===== src/rtl/demux_stream_pkg.sv =====
// Shared types for the stream demultiplexer.
// The FSM only tracks whether a multi-beat burst currently holds a channel.
package demux_stream_pkg;

    typedef enum logic {
        IDLE  = 1'b0,
        BURST = 1'b1
    } demux_state_e;

endpackage


===== src/rtl/demux_stream_prm_if.sv =====
// Producer-side and consumer-side stream signals of the demultiplexer.
// The slave modport is the demux view; the master modport is the surrounding logic.
interface demux_stream_prm_if #(
    parameter int SEL_WIDTH = 2,
    parameter int DAT_WIDTH = 2
);
    localparam int N = 2 ** SEL_WIDTH;

    logic                          in_valid_i;
    logic                          in_ready_o;
    logic [SEL_WIDTH-1:0]          in_sel_i;
    logic                          in_last_i;
    logic [DAT_WIDTH-1:0]          in_dat_i;
    logic [N-1:0]                  out_valid_o;
    logic [N-1:0]                  out_ready_i;
    logic [N-1:0]                  out_last_o;
    logic [N-1:0][DAT_WIDTH-1:0]   out_dat_o;

    modport slave (
        input  in_valid_i, in_sel_i, in_last_i, in_dat_i, out_ready_i,
        output in_ready_o, out_valid_o, out_last_o, out_dat_o
    );

    modport master (
        output in_valid_i, in_sel_i, in_last_i, in_dat_i, out_ready_i,
        input  in_ready_o, out_valid_o, out_last_o, out_dat_o
    );

endinterface


===== src/rtl/demux_out_slot.sv =====
// One-entry output register slice for a single demux channel.
// A push in the same cycle as a pop keeps the slot full, giving one beat per cycle.
module demux_out_slot #(
    parameter int DAT_WIDTH = 2
) (
    input  logic                 clk_i,
    input  logic                 rst_n_i,
    input  logic                 push_i,
    input  logic                 pop_i,
    input  logic [DAT_WIDTH-1:0] dat_i,
    input  logic                 last_i,
    output logic                 valid_o,
    output logic                 last_o,
    output logic [DAT_WIDTH-1:0] dat_o
);

    always_ff @(posedge clk_i or negedge rst_n_i) begin
        if (!rst_n_i) begin
            valid_o <= 1'b0;
            last_o  <= 1'b0;
            dat_o   <= '0;
        end else if (push_i) begin
            valid_o <= 1'b1;
            last_o  <= last_i;
            dat_o   <= dat_i;
        end else if (pop_i) begin
            valid_o <= 1'b0;
        end
    end

endmodule


===== src/rtl/demux_stream_prm.sv =====
// 1-to-2**SEL_WIDTH stream demultiplexer with burst channel locking.
//   state | meaning
//   IDLE  | no burst open; each beat is routed by in_sel_i
//   BURST | burst open; beats go to the locked channel until the last beat
module demux_stream_prm
    import demux_stream_pkg::*;
#(
    parameter int SEL_WIDTH = 2,
    parameter int DAT_WIDTH = 2
) (
    input  logic                 clk_i,
    input  logic                 rst_n_i,
    demux_stream_prm_if.slave    bus,
    output logic                 busy_o,
    output logic [SEL_WIDTH-1:0] cur_sel_o,
    output logic                 sel_err_o
);

    localparam int N = 2 ** SEL_WIDTH;

    demux_state_e                state_q, state_d;
    logic [SEL_WIDTH-1:0]        cur_sel_q, cur_sel_d;
    logic                        sel_err_q, sel_err_d;
    logic [SEL_WIDTH-1:0]        rsel;
    logic                        acc;
    logic [N-1:0]                push;
    logic [N-1:0]                slot_valid;
    logic [N-1:0]                slot_last;
    logic [N-1:0][DAT_WIDTH-1:0] slot_dat;

    // Ready follows the consumer combinationally so a full slot can refill on its pop cycle.
    always_comb begin
        rsel           = (state_q == BURST) ? cur_sel_q : bus.in_sel_i;
        bus.in_ready_o = !slot_valid[rsel] | bus.out_ready_i[rsel];
        acc            = bus.in_valid_i & bus.in_ready_o;
        for (int k = 0; k < N; k++) begin
            push[k] = acc && (rsel == SEL_WIDTH'(k));
        end
    end

    for (genvar k = 0; k < N; k++) begin : g_slot
        demux_out_slot #(
            .DAT_WIDTH (DAT_WIDTH)
        ) u_slot (
            .clk_i   (clk_i),
            .rst_n_i (rst_n_i),
            .push_i  (push[k]),
            .pop_i   (bus.out_ready_i[k]),
            .dat_i   (bus.in_dat_i),
            .last_i  (bus.in_last_i),
            .valid_o (slot_valid[k]),
            .last_o  (slot_last[k]),
            .dat_o   (slot_dat[k])
        );
    end

    assign bus.out_valid_o = slot_valid;
    assign bus.out_last_o  = slot_last;
    assign bus.out_dat_o   = slot_dat;

    always_ff @(posedge clk_i or negedge rst_n_i) begin
        if (!rst_n_i) begin
            state_q   <= IDLE;
            cur_sel_q <= '0;
            sel_err_q <= 1'b0;
        end else begin
            state_q   <= state_d;
            cur_sel_q <= cur_sel_d;
            sel_err_q <= sel_err_d;
        end
    end

    always_comb begin
        state_d   = state_q;
        cur_sel_d = cur_sel_q;
        sel_err_d = 1'b0;
        unique case (state_q)
            IDLE: begin
                if (acc && !bus.in_last_i) begin
                    state_d   = BURST;
                    cur_sel_d = bus.in_sel_i;
                end
            end
            BURST: begin
                // A mismatching select is flagged but the beat still follows the lock.
                sel_err_d = acc && (bus.in_sel_i != cur_sel_q);
                if (acc && bus.in_last_i) begin
                    state_d   = IDLE;
                    cur_sel_d = '0;
                end
            end
        endcase
    end

    always_comb begin
        busy_o    = (state_q == BURST);
        cur_sel_o = cur_sel_q;
        sel_err_o = sel_err_q;
    end

endmodule

===== src/flat_wrapper.sv =====
// flat-port wrapper written by rule: the top's interface ports become plain ports
module demux_stream_prm_flat import demux_stream_pkg::*;
#(
    parameter int SEL_WIDTH = 2,
    parameter int DAT_WIDTH = 2
)
  (clk_i, rst_n_i, busy_o, cur_sel_o, sel_err_o, bus_in_valid_i, bus_in_sel_i, bus_in_last_i, bus_in_dat_i, bus_out_ready_i, bus_in_ready_o, bus_out_valid_o, bus_out_last_o, bus_out_dat_o);
  demux_stream_prm_if #(.SEL_WIDTH(SEL_WIDTH), .DAT_WIDTH(DAT_WIDTH)) bus_i ();
  input  logic clk_i;
  input  logic rst_n_i;
  output logic busy_o;
  output logic [SEL_WIDTH-1:0] cur_sel_o;
  output logic sel_err_o;
  input wire logic [$bits(bus_i.in_valid_i)-1:0] bus_in_valid_i;
  input wire logic [$bits(bus_i.in_sel_i)-1:0] bus_in_sel_i;
  input wire logic [$bits(bus_i.in_last_i)-1:0] bus_in_last_i;
  input wire logic [$bits(bus_i.in_dat_i)-1:0] bus_in_dat_i;
  input wire logic [$bits(bus_i.out_ready_i)-1:0] bus_out_ready_i;
  output wire logic [$bits(bus_i.in_ready_o)-1:0] bus_in_ready_o;
  output wire logic [$bits(bus_i.out_valid_o)-1:0] bus_out_valid_o;
  output wire logic [$bits(bus_i.out_last_o)-1:0] bus_out_last_o;
  output wire logic [$bits(bus_i.out_dat_o)-1:0] bus_out_dat_o;
  assign bus_i.in_valid_i = bus_in_valid_i;
  assign bus_i.in_sel_i = bus_in_sel_i;
  assign bus_i.in_last_i = bus_in_last_i;
  assign bus_i.in_dat_i = bus_in_dat_i;
  assign bus_i.out_ready_i = bus_out_ready_i;
  assign bus_in_ready_o = bus_i.in_ready_o;
  assign bus_out_valid_o = bus_i.out_valid_o;
  assign bus_out_last_o = bus_i.out_last_o;
  assign bus_out_dat_o = bus_i.out_dat_o;
  demux_stream_prm #(.SEL_WIDTH(SEL_WIDTH), .DAT_WIDTH(DAT_WIDTH)) u_core (.clk_i(clk_i), .rst_n_i(rst_n_i), .bus(bus_i), .busy_o(busy_o), .cur_sel_o(cur_sel_o), .sel_err_o(sel_err_o));
endmodule

===== config.mk =====
export PLATFORM = sky130hd
export DESIGN_NAME = demux_stream_prm_flat
export DESIGN_NICKNAME = d
export VERILOG_FILES = /design/src/rtl/demux_stream_pkg.sv /design/src/rtl/demux_stream_prm_if.sv /design/src/rtl/demux_out_slot.sv /design/src/rtl/demux_stream_prm.sv /design/src/flat_wrapper.sv
export SDC_FILE = /design/constraint.sdc
export NUM_CORES = 1
export LEC_CHECK = 0
export ABC_AREA = 1
export BUFFER_PORTS_ARGS = -buffer_cell sky130_fd_sc_hd__buf_4
export CAP_MARGIN = 0
export CORE_ASPECT_RATIO = 1.25
export CORE_MARGIN = 5
export CORE_UTILIZATION = 45
export DETAILED_ROUTE_END_ITERATION = 12
export PLACE_DENSITY_LB_ADDON = 0.08
export REMOVE_ABC_BUFFERS = 1
export SLEW_MARGIN = 10
export SYNTH_ARGS = -nofsm -noshare
export SYNTH_HDL_FRONTEND = slang
export SYNTH_HIERARCHICAL = 1
export SYNTH_SLANG_ARGS = --single-unit
export TNS_END_PERCENT = 30

===== constraint.sdc =====
create_clock -name clk_i -period 1.9 [get_ports clk_i]
set_input_delay 0.095 -clock clk_i [delete_from_list [all_inputs] [get_ports clk_i]]
set_output_delay 0.095 -clock clk_i [all_outputs]
set_load 0.01 [all_outputs]

==> summary.txt <==
Route
  • WL per Instance: 13.0 um
  • Wl on met1: 1030 um
  • Vias: 935
  • Drt pass-1 iters: 4
  • Metal3 WL: 144 um
  • Vias per cell: 4.97
  • WL final: 2440 um
  • # DRC: 0
  • Met2 WL: 1230 um
  • Initial DRC Count: 20
  • DR top layer: met4
  • Final antenna-violating net count: 0

Timing
  • Relative slew slack: 82.6%
  • Minimum clock period: 1.80 ns
  • RSZ-0062 raised after global routing: true
  • Period utilisation layout: 94.8%
  • Worst Skew: 0.000878 ns
  • Finish-stage setup viols: 0
  • Final hold vios: 0
  • Slew @ Worst Pin: 0.262 ns
  • Pins Over Slew Limit: 0
  • Max Clk Rate: 555 MHz

Yosys
  • Top-count cell post-synth: nand2_1
  • Synth area leader: dfrtp_1
  • Synth Warn #: 6
  • Seq/Total Area, Yosys: 51.9%
  • Share of the synthesized area in the top cell type: 51.9%
  • FF+latch count, synth: 20
  • Synth area leaders: dfrtp_1 52%, nand2_1 26%, nand3_1 4.2%
  • Mapped Area: 963 um2
  • Top post-synthesis cells by count: 67 x nand2_1, 20 x dfrtp_1, 9 x inv_1, 8 x nand3_1, 5 x inv_2
  • Number of synthesized flops with an enable pin: 0
  • Distinct cells, synth: 14
  • Ys flop type: dfrtp_1
  • Avg Inst Size Synth: 7.65 um2
  • Async SR Flop Fraction: 100%
  • Synth Instances: 126

CTS
  • CTS root buf: clkbuf_4
  • Number of CTS-inserted buffers: 3
  • CTS tree: done
  • CTS Buffer Depth: 2
  • H-tree levels: 1
  • Clk sink count: 20
  • CTS clk-pin slew, worst paths: 0.11 ns
  • Worst skew pair latency: 0.29 ns

Outcome
  • Status: complete, no violations

Setup path
  • Reg2reg setup slack: 0.1 ns
  • Crit Path Class: reg -> reg
  • Startpoint types: register
  • Endpoint class of the critical path: register
  • Max FO, Critical Path: 8
  • Reg2Reg Capture Point: u_core/g_slot[3].u_slot/dat_o[0]
  • Crit path required time: 2.10 ns
  • CP arrival: 2.00 ns
  • R2R depth: 13

Cells and area
  • # nets final: 181
  • Antenna Cells: 0
  • Final instance area: 1320 um2
  • Finished Layout Cells: 188
  • Share of cells above drive strength 1: 32.7%
  • Area growth, synth to finish: 36.9%

Floorplan
  • Initial Utilization: 48.1%
  • Die X: 51.4 um
  • Die area: 3170 um2
  • Core ar.: 2000 um2
  • Die Ht: 61.7 um
  • Row count: 18
  • I/O Pins: 33

Global route
  • First-pass GRT wire length: 3790 um
  • Tot GR Track Use: 16.3%
  • Initial antenna violation count: 0
  • GR Overflow Total: 0
  • Vias in the first global route: 883
  • Largest net degree at the start of global routing: 21

Power and ir drop
  • Int Pwr: 0.00124 W
  • Leakage: 0.763 nW
  • Switching Fraction: 41.1%
  • Switching power: 0.000863 W
  • P per Cell Area: 1590 nW/um2
  • Seq pwr share: 36.8%
  • Clock power share: 11.5%
  • Worst vdd ir: 883 uV
  • Logic pwr share: 51.6%

Place
  • Placer Congestion: 0.863
  • Post-Place Cell Area: 1260 um2
  • Port Buffers: 32
  • Dpl hpwl: 1770 um
  • Cell total after placement: 182

Min path
  • Worst min path class: in -> reg
  • WHS Endpoint: u_core/g_slot[3].u_slot/valid_o
  • WHS Path Cells: 4
  • Hold_sp: bus_out_ready_i[3]

Flow run
  • MaxCap Viol Count: 0
## sequential cells by signal, indices dropped and copies added, names as in the netlist, named ones only
register,cells
u_core/cur_sel_o,2
u_core/sel_err_o,1
u_core/g_slot.u_slot/valid_o,4
u_core/g_slot.u_slot/dat_o,8
u_core/g_slot.u_slot/last_o,4
## per-stage QoR
step,TNS [ns],setup slack (ns),utilization [%],power [W],hold WS [ns]
final,0,0.0979,65.8,0.00210,0.0236
after global routing,-0.0848,-0.0208,65.8,0.00228,0.0200
after CTS,0,0.0695,65.1,0.00210,0.00575
after detailed placement,0,0.121,62.8,0.00184,-0.00729
after global placement,0,0.114,62.8,0.00182,-0.0145
after floorplan,0,0.124,-,0.00132,-0.201
## critical path: stages (launching register included)
cell	delay, ns
dfrtp_2	0.48
inv_4	0.11
nand2_1	0.09
nand2_2	0.11
nand3_1	0.08
nand2_1	0.07
nor2_1	0.04
nand2_2	0.11
nand2_4	0.10
nor3_1	0.18
buf_4	0.16
inv_2	0.05
nand2_1	0.06
nand2_1	0.05
## cell families after synthesis
logic type	count (synthesis)	synth area share (%)
flops	20	51.9
xor+xnor	2	1.82
buf+inv	14	5.45
compound gates	2	1.82
simple gates	88	39.0
## metal layers
metal  global-route usage (%)  vias to the layer above
met3                     3.58                        4
li1                         -                      470
met1                     19.4                      429
met2                     28.2                       32
met5                        0                        -
met4                     7.87                        0
## final cells by class
class	count	area (um2)
tap	20	25.0
multi-input combinational	92	413
timing repair buffer	38	288
sequential	20	502
inverter	14	55.1
clock buffer	4	36.3
fill	175	686
## cells in the final DEF, fill, tap and decap left out, drive strengths merged
master,Yosys,final
nand2,72,72
buf,0,37
dfrtp,20,20
inv,14,14
nand3,8,8
nor3,4,4
clkbuf,0,4
xnor2,2,2
nand4,2,2
nor2,2,2
dlygate4sd3,0,1
a211oi,1,1
o21ai,1,1
## power groups by stage
stage               Sequential [W]  Combinational [W]  Clock [W]
floorplan                 0.000854           0.000470          0
global placement          0.000774            0.00105          0
detailed placement        0.000779            0.00106          0
CTS                       0.000772            0.00107   0.000259
global route              0.000809            0.00120   0.000271
finish                    0.000774            0.00109   0.000243
## worst max path at each step
stage,startpoint,end,slack (ns),depth (start not counted)
2_1_floorplan,register,u_core/g_slot[0].u_slot/dat_o[0],0.12,13
5_1_grt,register,u_core/g_slot[0].u_slot/dat_o[0],-0.02,13
3_3_place_gp,register,u_core/g_slot[0].u_slot/dat_o[0],0.11,13
3_5_place_dp,register,u_core/g_slot[2].u_slot/dat_o[1],0.12,13
6_report,register,u_core/g_slot[3].u_slot/dat_o[0],0.1,13
4_1_cts,register,u_core/g_slot[3].u_slot/dat_o[0],0.07,13
## what timing repair did
| item | in CTS | in global routing |
|---|---|---|
| setup endpoints to repair | 0 | 15 |
| hold buffers | 1 | 0 |
| endpoints found under the hold margin | 20 | 0 |
| setup buffers | 0 | 1 |
| gates resized for setup | 0 | 3 |
Note: power is estimated with default switching activity, not from simulation.
